**src/rtl/ddr_preload_engine.sv**
```systemverilog
// Copies NUM_WORDS 32-bit table words into DDR as DATA_W-bit Avalon-MM write beats.
// Optional read-back compare is enabled with `define DDR_PRELOAD_VERIFY_EN.
module ddr_preload_engine #(
    parameter int DATA_W    = 256,
    parameter int ADDR_W    = 25,
    parameter int NUM_WORDS = 28,
    parameter int BASE_ADDR = 0
) (
    input  logic                  avalon_clk,
    input  logic                  avalon_reset,
    input  logic                  start,
    input  logic                  cal_success,
    output logic [9:0]            tbl_addr,
    input  logic [31:0]           tbl_rdata,
    output logic [ADDR_W-1:0]     amm_address,
    output logic [DATA_W-1:0]     amm_writedata,
    output logic                  amm_write,
    output logic                  amm_read,
    output logic [DATA_W/8-1:0]   amm_byteenable,
    output logic [6:0]            amm_burstcount,
    input  logic                  amm_ready,
    input  logic [DATA_W-1:0]     amm_readdata,
    input  logic                  amm_readdatavalid,
    output logic                  busy,
    output logic                  done,
    output logic                  error,
    output logic [15:0]           err_count
);

    localparam int WPB    = DATA_W / 32;
    localparam int NBEATS = (NUM_WORDS + WPB - 1) / WPB;

    typedef enum logic [2:0] {
        S_IDLE,
        S_WAIT_CAL,
        S_FETCH,
        S_WRITE,
`ifdef DDR_PRELOAD_VERIFY_EN
        S_VFETCH,
        S_VREAD,
        S_VWAIT,
`endif
        S_DONE
    } state_t;

    state_t              state_q, state_d;
    logic [10:0]         beat;
    logic [4:0]          slot;
    logic [4:0]          cap_slot;
    logic                cap_valid;
    logic [DATA_W-1:0]   buf_q;
    logic [DATA_W-1:0]   beat_data;
    logic [DATA_W-1:0]   bit_mask;
    logic [DATA_W/8-1:0] be_mask;
    logic                last_beat;
    logic                fetch_last;
    logic                in_fetch;
    logic                in_req;

    assign last_beat  = (beat == 11'(NBEATS - 1));
    assign fetch_last = (slot == 5'(WPB - 1));

`ifdef DDR_PRELOAD_VERIFY_EN
    logic [15:0] err_cnt;
    assign in_fetch  = (state_q == S_FETCH) || (state_q == S_VFETCH);
    assign in_req    = (state_q == S_WRITE) || (state_q == S_VREAD);
    assign amm_read  = (state_q == S_VREAD);
    assign err_count = err_cnt;
`else
    logic unused_rd;
    assign unused_rd = ^{amm_readdata, amm_readdatavalid};
    assign in_fetch  = (state_q == S_FETCH);
    assign in_req    = (state_q == S_WRITE);
    assign amm_read  = 1'b0;
    assign err_count = '0;
`endif

    // The last table word lands in the first WRITE cycle, so it is forwarded
    // straight from tbl_rdata there and taken from buf_q afterwards.
    always_comb begin
        be_mask   = '0;
        bit_mask  = '0;
        beat_data = '0;
        for (int unsigned k = 0; k < WPB; k++) begin
            if (int'(beat) * WPB + int'(k) < NUM_WORDS) begin
                be_mask[k*4 +: 4]   = '1;
                bit_mask[k*32 +: 32] = '1;
            end
            beat_data[k*32 +: 32] = (cap_valid && cap_slot == 5'(k)) ? tbl_rdata : buf_q[k*32 +: 32];
        end
    end

    assign tbl_addr       = in_fetch ? 10'(int'(beat) * WPB + int'(slot)) : '0;
    assign amm_address    = in_req ? ADDR_W'(BASE_ADDR) + ADDR_W'(beat) : '0;
    assign amm_byteenable = in_req ? be_mask : '0;
    assign amm_write      = (state_q == S_WRITE);
    assign amm_writedata  = amm_write ? (beat_data & bit_mask) : '0;
    assign amm_burstcount = 7'd1;
    assign busy           = (state_q != S_IDLE) && (state_q != S_DONE);
    assign done           = (state_q == S_DONE);

    always_comb begin
        state_d = state_q;
        case (state_q)
            S_IDLE, S_DONE: if (start) state_d = S_WAIT_CAL;
            S_WAIT_CAL:     if (cal_success) state_d = S_FETCH;
            S_FETCH: begin
                if (!cal_success)    state_d = S_IDLE;
                else if (fetch_last) state_d = S_WRITE;
            end
            S_WRITE: begin
                if (amm_ready) begin
                    if (!cal_success)   state_d = S_IDLE;
`ifdef DDR_PRELOAD_VERIFY_EN
                    else if (last_beat) state_d = S_VFETCH;
`else
                    else if (last_beat) state_d = S_DONE;
`endif
                    else                state_d = S_FETCH;
                end
            end
`ifdef DDR_PRELOAD_VERIFY_EN
            S_VFETCH: begin
                if (!cal_success)    state_d = S_IDLE;
                else if (fetch_last) state_d = S_VREAD;
            end
            S_VREAD: begin
                if (amm_ready) state_d = cal_success ? S_VWAIT : S_IDLE;
            end
            S_VWAIT: begin
                if (!cal_success)           state_d = S_IDLE;
                else if (amm_readdatavalid) state_d = last_beat ? S_DONE : S_VFETCH;
            end
`endif
            default: state_d = S_IDLE;
        endcase
    end

    always_ff @(posedge avalon_clk or posedge avalon_reset) begin
        if (avalon_reset) begin
            state_q   <= S_IDLE;
            beat      <= '0;
            slot      <= '0;
            cap_slot  <= '0;
            cap_valid <= 1'b0;
            buf_q     <= '0;
            error     <= 1'b0;
`ifdef DDR_PRELOAD_VERIFY_EN
            err_cnt   <= '0;
`endif
        end else begin
            state_q   <= state_d;
            cap_valid <= in_fetch;
            cap_slot  <= slot;
            if (cap_valid) buf_q[int'(cap_slot)*32 +: 32] <= tbl_rdata;
            if (in_fetch) slot <= fetch_last ? '0 : slot + 5'd1;
            // Only an abort path leads from a busy state back to IDLE.
            if (state_d == S_IDLE && state_q != S_IDLE) error <= 1'b1;
            case (state_q)
                S_IDLE, S_DONE: begin
                    if (start) begin
                        beat  <= '0;
                        slot  <= '0;
                        error <= 1'b0;
`ifdef DDR_PRELOAD_VERIFY_EN
                        err_cnt <= '0;
`endif
                    end
                end
                S_WRITE: begin
                    if (amm_ready && cal_success) beat <= last_beat ? '0 : beat + 11'd1;
                end
`ifdef DDR_PRELOAD_VERIFY_EN
                S_VWAIT: begin
                    if (cal_success && amm_readdatavalid) begin
                        beat <= beat + 11'd1;
                        if (|((amm_readdata ^ buf_q) & bit_mask)) begin
                            error <= 1'b1;
                            if (err_cnt != 16'hFFFF) err_cnt <= err_cnt + 16'd1;
                        end
                    end
                end
`endif
                default: ;
            endcase
        end
    end

endmodule

```
**config.mk**
```make
export PLATFORM = sky130hd
export DESIGN_NAME = ddr_preload_engine
export DESIGN_NICKNAME = d
export VERILOG_FILES = /design/src/rtl/ddr_preload_engine.sv
export SDC_FILE = /design/constraint.sdc
export NUM_CORES = 1
export LEC_CHECK = 0
export ABC_AREA = 1
export BUFFER_PORTS_ARGS = -buffer_cell sky130_fd_sc_hd__buf_2
export CAP_MARGIN = 20
export CORE_AREA = 3 3 253 255
export DETAILED_ROUTE_END_ITERATION = 16
export DIE_AREA = 0 0 256 258
export HOLD_SLACK_MARGIN = 0.06
export SLEW_MARGIN = 15
export SYNTH_ARGS = -nofsm -noshare
export SYNTH_HDL_FRONTEND = slang
export SYNTH_SLANG_ARGS = --single-unit
```
**constraint.sdc**
```tcl
create_clock -name avalon_clk -period 17.05 [get_ports avalon_clk]
set_input_delay 0.8525 -clock avalon_clk [delete_from_list [all_inputs] [get_ports avalon_clk]]
set_output_delay 0.8525 -clock avalon_clk [all_outputs]
set_load 0.01 [all_outputs]
```
## Word-level counts from Yosys, hierarchy flattened

Cells that the tools add are included.

- Register bits: 282
- Input bits: 294
- Word-level logic and storage cells: 111

- Add/sub/neg operators: 11
- Order comparisons: 8
- Equality and inequality tests: 16
- Shift-type cells: 2
- Mux-type cells: 48
- Bitwise logic cells: 1
- Reduce and logical (&&, ||, !) cells: 18

Operator list:

| operator | number |
|---|---|
| $mux W32 | 17 |
| $and A256 B256 Y256 | 1 |
| $bwmux W256 | 1 |
| $mux W256 | 1 |
| $shift A32 B33 Y256 const A | 1 |
| $shiftx A32 B33 Y256 | 1 |
| $lt A15 B5 Y1 const B | 7 |
| $add A14 B3 Y15 const B | 4 |
| $mux W11 | 4 |
| $neg A10 Y33 | 1 |
| $mux W4 | 8 |
| $add A14 B2 Y15 const B | 2 |
| $eq A5 B3 Y1 const B | 5 |
| $pmux W11 S2 | 1 |
| $mux W3 | 7 |
| $mux W5 | 4 |
| $add A14 B1 Y15 const B | 1 |
| $lt A14 B5 Y1 const B | 1 |
| $pmux W3 S4 | 1 |
| $add A11 B1 Y11 const B | 1 |
| $eq A11 B2 Y1 const B | 1 |
| $logic_and A1 B1 Y1 | 11 |
| $add A10 B5 Y10 | 1 |
| $eq A5 B2 Y1 const B | 2 |
| 16 further kinds | 20 |

## Depth between registers and ports, before layout

- Depth in word-level cells: 10
- Depth in mapped cells: 14
- Mapped depth without buffers: 12

## Least setup slack after synthesis

OpenSTA, ideal clock, no wires.

- Kind: reg-to-output
- Start point: register beat[4]
- End point: output port amm_writedata[132]
- Arrival: 2,198 ps
- Data required time: 16,197 ps
- Setup slack: 13,999 ps
- Stages on the path, launching flop included: 10
- Buffers on the path: 2
- Path through: dfrtp_1 nor2_1 nand2_1 nor2_1 nand2_2 nor2_1 inv_1 buf_2 clkbuf_1 nor2_1

- Longest elaborated chain between the ends: 5

Ends and longest elaborated chain:

| what | RTL line | text |
|---|---|---|
| from (decl) | 47 | `logic [10:0] beat;` |
| from (signal assigned) | 171 | `if (amm_ready && cal_success) beat <= last_beat ? '0 : beat + 11'd1;` |
| $add A14 B3 Y15 | 85 | `if (int'(beat) * WPB + int'(k) < NUM_WORDS) begin` |
| $lt A15 B5 Y1 | 85 |  |
| $mux W32 | 85 |  |
| $and A256 B256 Y256 | 97 | `assign amm_writedata = amm_write ? (beat_data & bit_mask) : '0;` |
| $mux W256 | 97 |  |
| to (decl) | 16 | `output logic [DATA_W-1:0] amm_writedata,` |

No other way between the ends.

## Worst setup path after layout

- Start point: register state_q[2]
- End point: output port amm_writedata[53]

- Longest elaborated chain between the ends: 2

Ends and longest elaborated chain:

| what | RTL line | text |
|---|---|---|
| from (decl) | 46 | `state_t state_q, state_d;` |
| from (signal assigned) | 152 | `state_q <= state_d;` |
| $eq A3 B2 Y1 | 96 | `assign amm_write = (state_q == S_WRITE);` |
| $mux W256 | 97 |  |

No other way between the ends.

==> flow_summary.ini <==
[outcome]
status = finished clean

[timing]
setup_ws_ps = 12260
rsz0062_at_grt = no
layout_min_cycle_time_ps = 4790
tightest_slew_ps = 1060
skew_ps = 26.6
slew_viol_final = 0
setup_viol = 0
max_freq_mhz = 209
post-route-period-util = 0.281
fin_setup_tns_ps = 0
hold_violations = 0
slew_headroom = 0.294

[setup_path]
crit_family = buffers and inverters
r2r_start = cap_slot[0]
cp_data_arrival_time_ps = 3940
path_max_fanout = 76
cp_cell_sequence = inv_2 > nand3_2 > nor2_1 > nand2_2 > buf_4 > inv_2 > buf_4 > o21ai_0 > a21oi_1 > buf_2
r2r_slack_ps = 12960
critical_path.max_stage_delay_ps = 700
critPathLaunch = state_q[2]
cp-start-kind = flip-flop
crit_type = flip-flop to output port
r2r-end = buf_q[184]
critPathCaptureType = output port
worstRegToRegCells = 10
worst_ep_required_time_ps = 16200
slowest_stage = buf_4
path_buf_inv = 5

[clock_network]
holdBufCountCts = 0
clock-sinks = 282
cts.clk_slew.worst_paths_ps = 60
cts_root_buf = clkbuf_16
htreeDepth = 2
post_cts_buffers = 0
insertion_delay_ps = 550
clock_path_buffers = 3
tritoncts = yes
cts-buffers-inserted = 36
cts_resized = 0

[synth]
synth_top_cell_area_share = 0.429
synth-simple-area-share = 0.200
yosys.area_share.xor_xnor = 0.000532
synth_fa_ha_area_frac = 0.00882
synth_compound_area_frac = 0.230
synth_area_leaders = dfrtp_1 43%, a21oi_1 11%, nand2_1 9.1%
ys_seq_area_frac = 0.429
synth_mux_area_frac = 0
synth-seq-cells = 282
syn_area_per_cell_um2 = 7.19
synth_area_mm2 = 0.0165
synth_cell_type_count = 37
netlist_instances = 2289
synth_top_area_cell = dfrtp_1
yosysWarnings = 0
synth_top_family_by_area = compound AO/OA/AOI/OAI gates

[route]
drc_errors = 0
dr_total_vias = 16100
via_per_inst = 4.79
first_pass_iters = 6
drtIter0Drc = 1404
avgRoutedWirePerCell_um = 20.1
antenna_left = 0
wl_um = 67700

[finish]
final_util = 0.315
multi_input_area_mm2 = 0.00740
syn_to_final_growth_pct = 18.5
final_common_cell = nand2_1
nNetsFinal = 2807
mostFrequentLayoutCells = 398 x nand2_1, 357 x a21oi_1, 349 x buf_2
seq_area_mm2 = 0.00706
drive_above_1_share = 0.204
n_fill_cell = 6761

[die]
fp.dieH_um = 258
start_util = 0.266
die_x_um = 256
core_area_mm2 = 0.0618
io_pins = 645
die_area_mm2 = 0.0660
row_count = 91

[flow_run]
cap_violations = 0

[power_and_ir_drop]
pwr-share-seq = 0.327
power_density_mw_per_mm2 = 167
netSwitchingFraction = 0.436
worst_ir_drop_vdd_v = 0.0000849
p_switching_mw = 1.42
power_leakage_nw = 9.97
comb_power_share = 0.434
p_int_mw = 1.84
clkPwrFrac = 0.239

[global_routing]
grt_use_total = 0.199
grt_pass1_vias = 14900
antenna_found_initial = 1
grt_max_degree = 91
grt_pass1_wl_um = 99800
gr-total-overflow = 0

[place]
pre_cts_slack_ps = 12850
gp_congestion = 0.902
dp_hpwl_um = 46800
port_buffers = 349

[min_path]
hold_path_class = primary input to asynchronous set/reset pin
## worst max path at each step
stage	endpoint	slack, ps	depth (start not counted)
global route	amm_writedata[44]	12070	10
CTS	amm_writedata[53]	12250	10
finish	amm_writedata[53]	12260	10
global placement	amm_writedata[97]	12840	10
floorplan	beat[0]	8420	1
detailed placement	buf_q[61]	12850	10
## worst reg2reg max path, stage by stage, from the launching register on
cell	delay [ps]
dfrtp_1	530
inv_4	140
ha_1	210
nand2_1	100
nor2_1	210
ha_1	340
nand2_1	760
clkinv_1	890
buf_4	510
a21oi_1	200
a21oi_1	60
## cell families (layout without fill, tap and decap cells)
family	after synthesis	after routing
AND/OR/NAND/NOR	801	801
XOR/XNOR	1	1
adder cells (fa/ha/maj)	11	11
buffers and inverters	465	666
flip-flops	282	282
AO/OA/AOI/OAI	727	727
other	2	40
## layer usage
layer,part of all wire,up-vias,global-route usage
met2,0.45,736,0.317
met1,0.43,7566,0.264
met4,0.033,0,0.0637
met3,0.087,97,0.0486
met5,0,-,0
li1,-,7719,-
## flip-flops by register name, indices dropped and copies added (netlist names)
| signal | count |
|---|---|
| buf_q | 256 |
| beat | 11 |
| cap_slot | 5 |
| slot | 5 |
| state_q | 3 |
| cap_valid | 1 |
| error | 1 |
## stage by stage
stage / cells / total power, mW / area [um2] / hold slack (ps)
floorplan: 2325 / 2.00 / 16600 / 398
global placement: 3301 / 2.47 / 18300 / 438
detailed placement: 3301 / 2.49 / 18300 / 441
CTS: 3363 / 3.28 / 19500 / 432
global route: 3363 / 3.50 / 19500 / 469
finish: 3365 / 3.25 / 19500 / 409
## Yosys cell counts (all sizes together)
cell type    n
nor2       314
nor3        14
o21ai      330
fa           1
a211oi       2
o211ai       1
buf        138
nor4         5
dfrtp      282
inv        224
xor2         1
clkinv       3
nand3       51
nand4        9
ha          10
conb         2
a21oi      394
clkbuf     100
or2          1
nand2      407
## power groups by stage
| stage | Clock, mW | Combinational [mW] | Sequential [mW] |
|---|---|---|---|
| global route | 0.821 | 1.58 | 1.10 |
| detailed placement | 0 | 1.42 | 1.07 |
| floorplan | 0 | 0.960 | 1.04 |
| global placement | 0 | 1.41 | 1.06 |
| finish | 0.778 | 1.41 | 1.06 |
| CTS | 0.796 | 1.42 | 1.06 |
## area by class of cell
class | instances | share of cell area
diodes | 2 | 0.000257
clock buffers | 49 | 0.0523
clock inverters | 13 | 0.00815
inverters | 227 | 0.0443
multi-input cells | 1578 | 0.379
flip-flops and latches | 282 | 0.362
well taps | 837 | 0.0537
repair buffers | 377 | 0.100
No activity file was read; power rests on OpenSTA's default activity.
